**config.mk**
```make
export PLATFORM = sky130hd
export DESIGN_NAME = audio_mix_sd_dac_flat
export DESIGN_NICKNAME = d
export VERILOG_FILES = /design/src/rtl/audio_mix_sd_dac_pkg.sv /design/src/rtl/audio_mix_sd_dac_if.sv /design/src/rtl/audio_mix_sd_dac_sigma_delta_dac.sv /design/src/rtl/audio_mix_sd_dac.sv /design/src/flat_wrapper.sv
export SDC_FILE = /design/constraint.sdc
export NUM_CORES = 1
export LEC_CHECK = 0
export ABC_AREA = 1
export CORE_MARGIN = 2
export CORE_UTILIZATION = 50
export CTS_BUF_LIST = sky130_fd_sc_hd__clkbuf_16
export CTS_CLUSTER_DIAMETER = 200
export DETAILED_ROUTE_END_ITERATION = 12
export MAX_ROUTING_LAYER = met4
export PLACE_DENSITY = 0.8
export SLEW_MARGIN = 15
export SYNTH_ARGS = -nofsm -noshare
export SYNTH_HDL_FRONTEND = slang
export SYNTH_HIERARCHICAL = 1
export SYNTH_SLANG_ARGS = --single-unit
```
**constraint.sdc**
```tcl
create_clock -name clk_sys -period 2.3 [get_ports clk_sys]
set_input_delay 0.46 -clock clk_sys [delete_from_list [all_inputs] [get_ports clk_sys]]
set_output_delay 0.46 -clock clk_sys [all_outputs]
set_load 0.05 [all_outputs]
```
**src/rtl/audio_mix_sd_dac_pkg.sv**
```systemverilog
// Shared helpers for the audio mixer: accumulator sizing, shift lookup, saturation.
package audio_mix_sd_dac_pkg;

   // Largest per-channel left shift a 4-bit weight field can express.
   localparam int unsigned SHIFT_MAX = 15;

   // Widest packed SHIFTS vector the lookup helper accepts (32 channels).
   localparam int unsigned SHIFTS_VEC_W = 128;

   // Accumulator width that holds CHANNELS maximally shifted inputs without overflow.
   function automatic int unsigned acc_width(input int unsigned in_w, input int unsigned channels);
      return in_w + SHIFT_MAX + $clog2(channels + 1);
   endfunction

   // Channel-index width; a single channel still needs one bit of storage.
   function automatic int unsigned idx_width(input int unsigned channels);
      return (channels > 1) ? $clog2(channels) : 1;
   endfunction

   // Left-shift weight of channel k; ch0 lives in bits [3:0].
   function automatic logic [3:0] shift_of(input logic [SHIFTS_VEC_W-1:0] shifts, input int unsigned k);
      return shifts[4*k +: 4];
   endfunction

   // Unsigned saturation of value to out_w bits.
   function automatic logic [63:0] sat_u(input logic [63:0] value, input int unsigned out_w);
      logic [63:0] lim;
      lim = (64'd1 << out_w) - 64'd1;
      return (value > lim) ? lim : value;
   endfunction

endpackage

```
**src/rtl/audio_mix_sd_dac_if.sv**
```systemverilog
// Mixer data bus: channel inputs and controls in, mixed sample and bitstream out.
interface audio_mix_sd_dac_if #(
   parameter int unsigned CHANNELS = 2,
   parameter int unsigned IN_W     = 8,
   parameter int unsigned OUT_W    = 11
);
   logic [CHANNELS*IN_W-1:0] dat_i;
   logic [2:0]               vol_i;
   logic                     mute_i;
   logic [OUT_W-1:0]         sample_o;
   logic                     sample_vld_o;
   logic                     dac_o;

   modport master (
      output dat_i, vol_i, mute_i,
      input  sample_o, sample_vld_o, dac_o
   );

   modport slave (
      input  dat_i, vol_i, mute_i,
      output sample_o, sample_vld_o, dac_o
   );
endinterface

```
**src/rtl/audio_mix_sd_dac_sigma_delta_dac.sv**
```systemverilog
// First-order sigma-delta DAC: the accumulator carry is the output bitstream.
module sigma_delta_dac #(
   parameter int unsigned OUT_W = 11
) (
   input  logic             clk_sys,
   input  logic             reset,
   input  logic [OUT_W-1:0] din,
   output logic             dout
);
   logic [OUT_W-1:0] sd_acc_q, sd_acc_d;
   logic             dout_q, dout_d;

   // Add the sample into the error accumulator; the overflow carry is the next bit.
   always_comb begin
      {dout_d, sd_acc_d} = {1'b0, sd_acc_q} + {1'b0, din};
   end

   // Accumulator and registered output bit.
   always_ff @(posedge clk_sys or posedge reset) begin
      if (reset) begin
         sd_acc_q <= '0;
         dout_q   <= 1'b0;
      end else begin
         sd_acc_q <= sd_acc_d;
         dout_q   <= dout_d;
      end
   end

   assign dout = dout_q;
endmodule

```
**src/rtl/audio_mix_sd_dac.sv**
```systemverilog
// N-channel weighted audio mixer with saturation, volume, mute and sigma-delta output.
module audio_mix_sd_dac
   import audio_mix_sd_dac_pkg::*;
#(
   parameter int unsigned           CHANNELS = 2,
   parameter int unsigned           IN_W     = 8,
   parameter int unsigned           OUT_W    = 11,
   parameter logic [4*CHANNELS-1:0] SHIFTS   = {4'd2, 4'd0}
) (
   input  logic          clk_sys,
   input  logic          reset,
   audio_mix_sd_dac_if.slave bus
);
   localparam int unsigned ACC_W = acc_width(IN_W, CHANNELS);
   localparam int unsigned CH_W  = idx_width(CHANNELS);
   localparam logic [CH_W-1:0]         LAST_CH  = CH_W'(CHANNELS - 1);
   localparam logic [SHIFTS_VEC_W-1:0] SHIFTS_X = SHIFTS_VEC_W'(SHIFTS);

   logic [CH_W-1:0]  ch_idx_q, ch_idx_d;
   logic [ACC_W-1:0] acc_q, acc_d;
   logic             primed_q, primed_d;
   logic [OUT_W-1:0] sample_q, sample_d;
   logic             sample_vld_q, sample_vld_d;
   logic [ACC_W-1:0] term;
   logic [63:0]      sat;

   // Sequencer, accumulator and output stage. The output register consumes the
   // completed sum while slot 0 of the next period is already accumulating, so
   // primed_q blocks a bogus strobe in the very first period after reset.
   always_comb begin
      term = '0;
      for (int unsigned k = 0; k < CHANNELS; k++) begin
         if (ch_idx_q == CH_W'(k)) begin
            term = ACC_W'(bus.dat_i[k*IN_W +: IN_W]) << shift_of(SHIFTS_X, k);
         end
      end

      ch_idx_d = (ch_idx_q == LAST_CH) ? '0 : ch_idx_q + CH_W'(1);
      acc_d    = ((ch_idx_q == '0) ? '0 : acc_q) + term;
      primed_d = primed_q | (ch_idx_q == LAST_CH);

      sat          = sat_u(64'(acc_q), OUT_W);
      sample_d     = sample_q;
      sample_vld_d = 1'b0;
      if ((ch_idx_q == '0) && primed_q) begin
         sample_vld_d = 1'b1;
         sample_d     = bus.mute_i ? '0 : OUT_W'(sat >> bus.vol_i);
      end
   end

   // Mixer state registers.
   always_ff @(posedge clk_sys or posedge reset) begin
      if (reset) begin
         ch_idx_q     <= '0;
         acc_q        <= '0;
         primed_q     <= 1'b0;
         sample_q     <= '0;
         sample_vld_q <= 1'b0;
      end else begin
         ch_idx_q     <= ch_idx_d;
         acc_q        <= acc_d;
         primed_q     <= primed_d;
         sample_q     <= sample_d;
         sample_vld_q <= sample_vld_d;
      end
   end

   assign bus.sample_o     = sample_q;
   assign bus.sample_vld_o = sample_vld_q;

   sigma_delta_dac #(.OUT_W(OUT_W)) u_dac (
      .clk_sys (clk_sys),
      .reset   (reset),
      .din     (sample_q),
      .dout    (bus.dac_o)
   );
endmodule

```
**src/flat_wrapper.sv**
```systemverilog
// flat-port wrapper written by rule: the top's interface ports become plain ports
module audio_mix_sd_dac_flat import audio_mix_sd_dac_pkg::*;
#(
   parameter int unsigned           CHANNELS = 2,
   parameter int unsigned           IN_W     = 8,
   parameter int unsigned           OUT_W    = 11,
   parameter logic [4*CHANNELS-1:0] SHIFTS   = {4'd2, 4'd0}
)
  (clk_sys, reset, bus_dat_i, bus_vol_i, bus_mute_i, bus_sample_o, bus_sample_vld_o, bus_dac_o);
  audio_mix_sd_dac_if #(.CHANNELS(CHANNELS), .IN_W(IN_W), .OUT_W(OUT_W)) bus_i ();
  input  logic clk_sys;
  input  logic reset;
  input wire logic [$bits(bus_i.dat_i)-1:0] bus_dat_i;
  input wire logic [$bits(bus_i.vol_i)-1:0] bus_vol_i;
  input wire logic [$bits(bus_i.mute_i)-1:0] bus_mute_i;
  output wire logic [$bits(bus_i.sample_o)-1:0] bus_sample_o;
  output wire logic [$bits(bus_i.sample_vld_o)-1:0] bus_sample_vld_o;
  output wire logic [$bits(bus_i.dac_o)-1:0] bus_dac_o;
  assign bus_i.dat_i = bus_dat_i;
  assign bus_i.vol_i = bus_vol_i;
  assign bus_i.mute_i = bus_mute_i;
  assign bus_sample_o = bus_i.sample_o;
  assign bus_sample_vld_o = bus_i.sample_vld_o;
  assign bus_dac_o = bus_i.dac_o;
  audio_mix_sd_dac #(.CHANNELS(CHANNELS), .IN_W(IN_W), .OUT_W(OUT_W), .SHIFTS(SHIFTS)) u_core (.clk_sys(clk_sys), .reset(reset), .bus(bus_i));
endmodule
```
# [Yosys cells after proc, flatten, opt, wreduce, memory -nomap -nowiden]
# Index checks and enable logic that the tools add are counted.
[classes] addsub=3 shifts=1 mux=6 n_lt_le_gt_ge=1 bitwise=2 n_reduce_logical=1
[op_table] cell="$shr A64 B3 Y11" n=1
[op_table] cell="$mux W25" n=2
[op_table] cell="$add A25 B25 Y25" n=1
[op_table] cell="$gt A25 B11 Y1 const B" n=1
[op_table] cell="$add A11 B11 Y12" n=1
[op_table] cell="$mux W11" n=1
[op_table] cell="$mux W10" n=1
[op_table] cell="$mux W1" n=2
[op_table] cell="$add A1 B1 Y1 const B" n=1
[op_table] cell="$logic_and A1 B1 Y1" n=1
[op_table] cell="$not A1 Y1" n=1
[op_table] cell="$or A1 B1 Y1" n=1
[word_totals] wordCells=21 inputBits=22 regBits=51

# [Depth between registers and ports, before layout]
[depth] depth_word=4 depth_mapped=14 depth_no_buf=12

# [By module]
# Netlist, hierarchy kept.
[modules_own_cells] module="audio_mix_sd_dac" area_per_inst_um2=2733.9 cells_each=388 n_inst=1
[modules_own_cells] module="sigma_delta_dac" area_per_inst_um2=887.1 cells_each=120 n_inst=1

# [Least setup slack after synthesis]
# No wires, ideal clock.
[synth_path] path_type="reg-to-reg" start="register u_core.ch_idx_q" end="register u_core.acc_q[10]" path_stages_with_launch=14 slack_ns=-0.074 arrival_time_ns=2.258 n_path_buf=3 setup_ns=0.117 cell_sequence="dfrtp_1 -> buf_6 -> buf_6 -> clkbuf_1 -> nor2_1 -> fa_1 -> nand3_1 -> nand3_1 -> a21boi_2 -> o21ai_0 -> nand2_1 -> nand2_1 -> nand2_1 -> nand2_1"
[synth_between] elab_chain_len=2 elab_cells_between_ends=3
[synth_lines] item="from (decl)" line="audio_mix_sd_dac.sv:19" source="logic [CH_W-1:0] ch_idx_q, ch_idx_d;"
[synth_lines] item="from (signal assigned)" line="audio_mix_sd_dac.sv:60" source="ch_idx_q <= ch_idx_d;"
[synth_lines] item="$mux W25 / $mux W10 (equally long branches)" line="audio_mix_sd_dac.sv:39, audio_mix_sd_dac.sv:33"
[synth_lines] item="$add A25 B25 Y25 (*)" line="audio_mix_sd_dac.sv:39" source="acc_d = ((ch_idx_q == '0) ? '0 : acc_q) + term;"
[synth_lines] item="named net u_core.acc_d[10]" line="audio_mix_sd_dac.sv:20" source="logic [ACC_W-1:0] acc_q, acc_d;"
[synth_lines] item="to (signal assigned)" line="audio_mix_sd_dac.sv:55" source="acc_q <= '0;"
[synth_lines] item="to (signal assigned)" line="audio_mix_sd_dac.sv:61" source="acc_q <= acc_d;"
[synth_lines] item="to (decl)" line="audio_mix_sd_dac.sv:20"
# The timed path passes the listed nets; every way through them passes the cells marked *.
# A chain may end at the register's enable or synchronous reset.

# [Worst setup path after layout]
[layout_path] start="register u_core.ch_idx_q" end="register u_core.acc_q[21]"
# The elaborated chain is that of the path after synthesis.

==> run summary <==
CELLS AND AREA
-------------------------------------------------------------------------------------
Area growth from synthesis to layout                                            23.0%
Non-Filler Instances                                                              670
Post-layout nets                                                                  614
Number of fill cells                                                              644
Share of cells above drive strength 1                                           11.6%
Count of antenna diodes in the layout                                               0
Core utilization of the finished layout                                         62.4%

TIMING
-------------------------------------------------------------------------------------
Relative slew margins                                                           66.2%
Final max-slew violation count                                                      0
Post-layout min period                                                        2170 ps
Final clock period utilization by the worst path                                94.2%
Final Setup Violations                                                              0
Unrepaired setup endpoints after global routing                                 false
Max Clock Freq                                                                461 MHz
Worst-margin pin slew                                                          505 ps
Final number of hold-violating endpoints                                            0
Worst Slack Setup Final                                                        132 ps
Worst setup skew after layout                                                 4.32 ps

CLOCK TREE
-------------------------------------------------------------------------------------
Number of sinks handled by clock tree synthesis                                    51
Num CTS Buffers                                                                     5
TritonCTS clock tree                                                             done
Insertion delay to the later sink of the worst-skew pair                       290 ps
Clock-pin transition on the worst setup and hold timing paths                   70 ps
Number of H-tree branching levels                                                   2
Number of hold-repair buffers added at the cts stage                                0
Clock root buffer                                                           clkbuf_16
Max Root-Sink Buffers                                                               2

POWER AND IR DROP
-------------------------------------------------------------------------------------
Pwr per Cell Area                                                          674 nW/µm²
Overall power of the completed layout                                         3.00 mW
Worst ir drop on vdd                                                       0.000303 V
Leakage power total                                                           2.32 nW

PLACEMENT
-------------------------------------------------------------------------------------
Final RePlAce weighted congestion                                               0.877
HPWL after detailed placement                                                 6.83 mm
Cells after DPL                                                                   660
Post-place setup slack                                                        -179 ps
Number of buffer cells added on primary ports                                      34

GLOBAL ROUTING
-------------------------------------------------------------------------------------
First-pass GRT wire length                                                    14.5 mm
Leftover overflow at the end of global routing                                      0
Aggregate global-route resource usage                                           23.9%
Largest net degree at the start of global routing                                  40
Number of global-route vias before repair                                        3385
Antenna violations before repair                                                    0

FLOORPLANNING
-------------------------------------------------------------------------------------
Starting utilization of the core area                                           50.7%
Vertical extent of the die                                                    89.1 µm
Number of cell rows                                                                31
# IOs                                                                              35
Overall die area                                                             7940 µm²
Core box area                                                                7140 µm²
Die X                                                                         89.1 µm

SYNTH
-------------------------------------------------------------------------------------
Area of the mapped netlist                                                   3620 µm²
Area share of the largest cell type after synthesis                             35.2%
Part of the Yosys area used for sequential elements                             35.2%
Synthesis-stage register bit count                                                 51
FFs w/ async S/R, synth                                                          100%
Cell with the most instances after synthesis                                  nand2_1
Post-synth top area cell                                                      dfrtp_1
Net Count, Synth                                                                  552
Post-synth EDFFs                                                                    0
Synthesized netlist cell count                                                    508
Avg Cell Area, Syn                                                           7.13 µm²
Number of warnings issued by yosys                                                  6
Most common library cells after synthesis                                168 x nand2_1, 57 x nand3_1, 51 x dfrtp_1, 51 x inv_1, 41 x nor2_1
Most area-consuming cells after synthesis                                dfrtp_1 35%, nand2_1 17%, nand3_1 7.9%
Unique masters post-synth                                                          35
Flip-flop cell with the highest count after synthesis                         dfrtp_1

WORST SETUP PATH
-------------------------------------------------------------------------------------
WP data arrival                                                               2340 ps
Worst R2R Path Depth                                                               10
Critical register-to-register path startpoint                            u_core/ch_idx_q
Worst flop-to-flop path endpoint                                         u_core/acc_q[21]
Kind of end point of the critical path                                       register
Kind of launch point of the worst setup path                                 register
Type of the worst setup path                                             register to register
Highest net fanout along the worst path                                            36
R2r setup slk                                                                  130 ps
Required @ worst endpoint                                                     2480 ps

ROUTE
-------------------------------------------------------------------------------------
Length of the first detailed-routing pass in iterations                             5
Count of routing violations after the opening detailed-route iteration            118
Antenna Violating Nets Remaining                                                    0
WL per Instance                                                               12.8 µm
Vias per Instance                                                                5.16
Routed wire length                                                            8.58 mm
DRC errors left                                                                     0
Routed vias                                                                      3460

WORST HOLD PATH
-------------------------------------------------------------------------------------
WHS Path Cells                                                                      2
Min-Delay Endpoint                                                       u_core/primed_q
Worst Min Path Start                                                     u_core/primed_q
Hold Path Class                                                          register to register

FLOW RUN
-------------------------------------------------------------------------------------
Max-cap violations                                                                  0

STATUS
-------------------------------------------------------------------------------------
Outcome                                                                     completed

state kept, by name, summed over array words and instances, names as in the netlist, named ones only:
name and flops:
u_core/u_dac/dout 1, u_core/ch_idx_q 1, u_core/bus.sample_vld_o 1, u_core/acc_q 24, u_core/primed_q 1, u_core/u_dac/sd_acc_q 11, u_core/bus.sample_o 11
what timing repair did:
item,in CTS,in global routing
setup buffers,0,2
endpoints found under the setup margin,0,17
gates resized for setup,0,7
per-stage QoR:
stage | instance area (µm²) | hold WS, ps | setup TNS (ps)
detailed placement | 4260 | 451 | -958
global route | 4450 | 482 | 0
global placement | 4260 | 434 | -138
floorplan | 3620 | 325 | 0
finish | 4450 | 465 | 0
CTS | 4420 | 468 | 0
final cells by class:
type	count	area [µm²]	share of cell area (%)
Clock inverter	3	38.8	0.871
Inverter	57	218	4.89
Timing Repair Buffer	64	578	13.0
Tap cell	99	124	2.78
Clock buffer	5	125	2.81
Sequential cell	51	1280	28.7
Multi-Input combinational cell	391	2090	47.0
layer usage:
layer,vias up,part of all wire (%),track usage [%]
met3,14,2.8,3.32
li1,1752,-,-
met1,1621,43,27.0
met5,-,0,-
met2,73,52,42.8
met4,0,1.7,8.55
cell families after synthesis:
family	Yosys count	share of synthesized area [%]
simple gates	306	37.5
buf+inv	66	7.29
flops	51	35.2
compound gates	37	5.74
xor+xnor	24	5.81
fa+ha+maj	22	8.02
other cells	1	0.104
mux	1	0.276
cells in the final DEF (no fill, tap or decap), types with 3 or more instances in the layout:
cell type	instances
nand4_1	12
inv_2	3
o21ai_1	3
a21oi_1	21
clkinv_1	3
nor2_4	3
nor3_1	4
o21ai_0	8
nor2_1	41
nand2_2	6
clkbuf_16	5
nand3_1	56
nand2_1	168
buf_4	29
nor2_2	5
clkdlybuf4s50_1	34
ha_1	20
xnor2_1	9
inv_1	51
dfrtp_1	50
xor2_1	15
report_power, final:
group | internal (mW) | switching [mW]
registers | 1.03 | 0.0615
clock network | 0.508 | 0.323
logic | 0.436 | 0.640
total | 1.98 | 1.02
worst max-delay path by stage:
stage               startpoint          endpoint  depth (start not counted)
4_1_cts        u_core/ch_idx_q  u_core/acc_q[10]                         11
2_1_floorplan  u_core/ch_idx_q  u_core/acc_q[10]                         14
6_report       u_core/ch_idx_q  u_core/acc_q[21]                         10
5_1_grt        u_core/ch_idx_q  u_core/acc_q[18]                         10
3_5_place_dp      bus_dat_i[1]  u_core/acc_q[10]                         12
3_3_place_gp      bus_dat_i[1]  u_core/acc_q[10]                         12
worst max-delay path, stage by stage (launching register included):
cell and delay (ps):
dfrtp_2 450, buf_12 190, nand2_1 70, nand2_1 50, ha_1 340, nand2_1 80
o21ai_0 390, nand3_1 130, nand3_1 130, nand2_1 70, xor2_1 140
No activity file was read; power rests on OpenSTA's default activity.
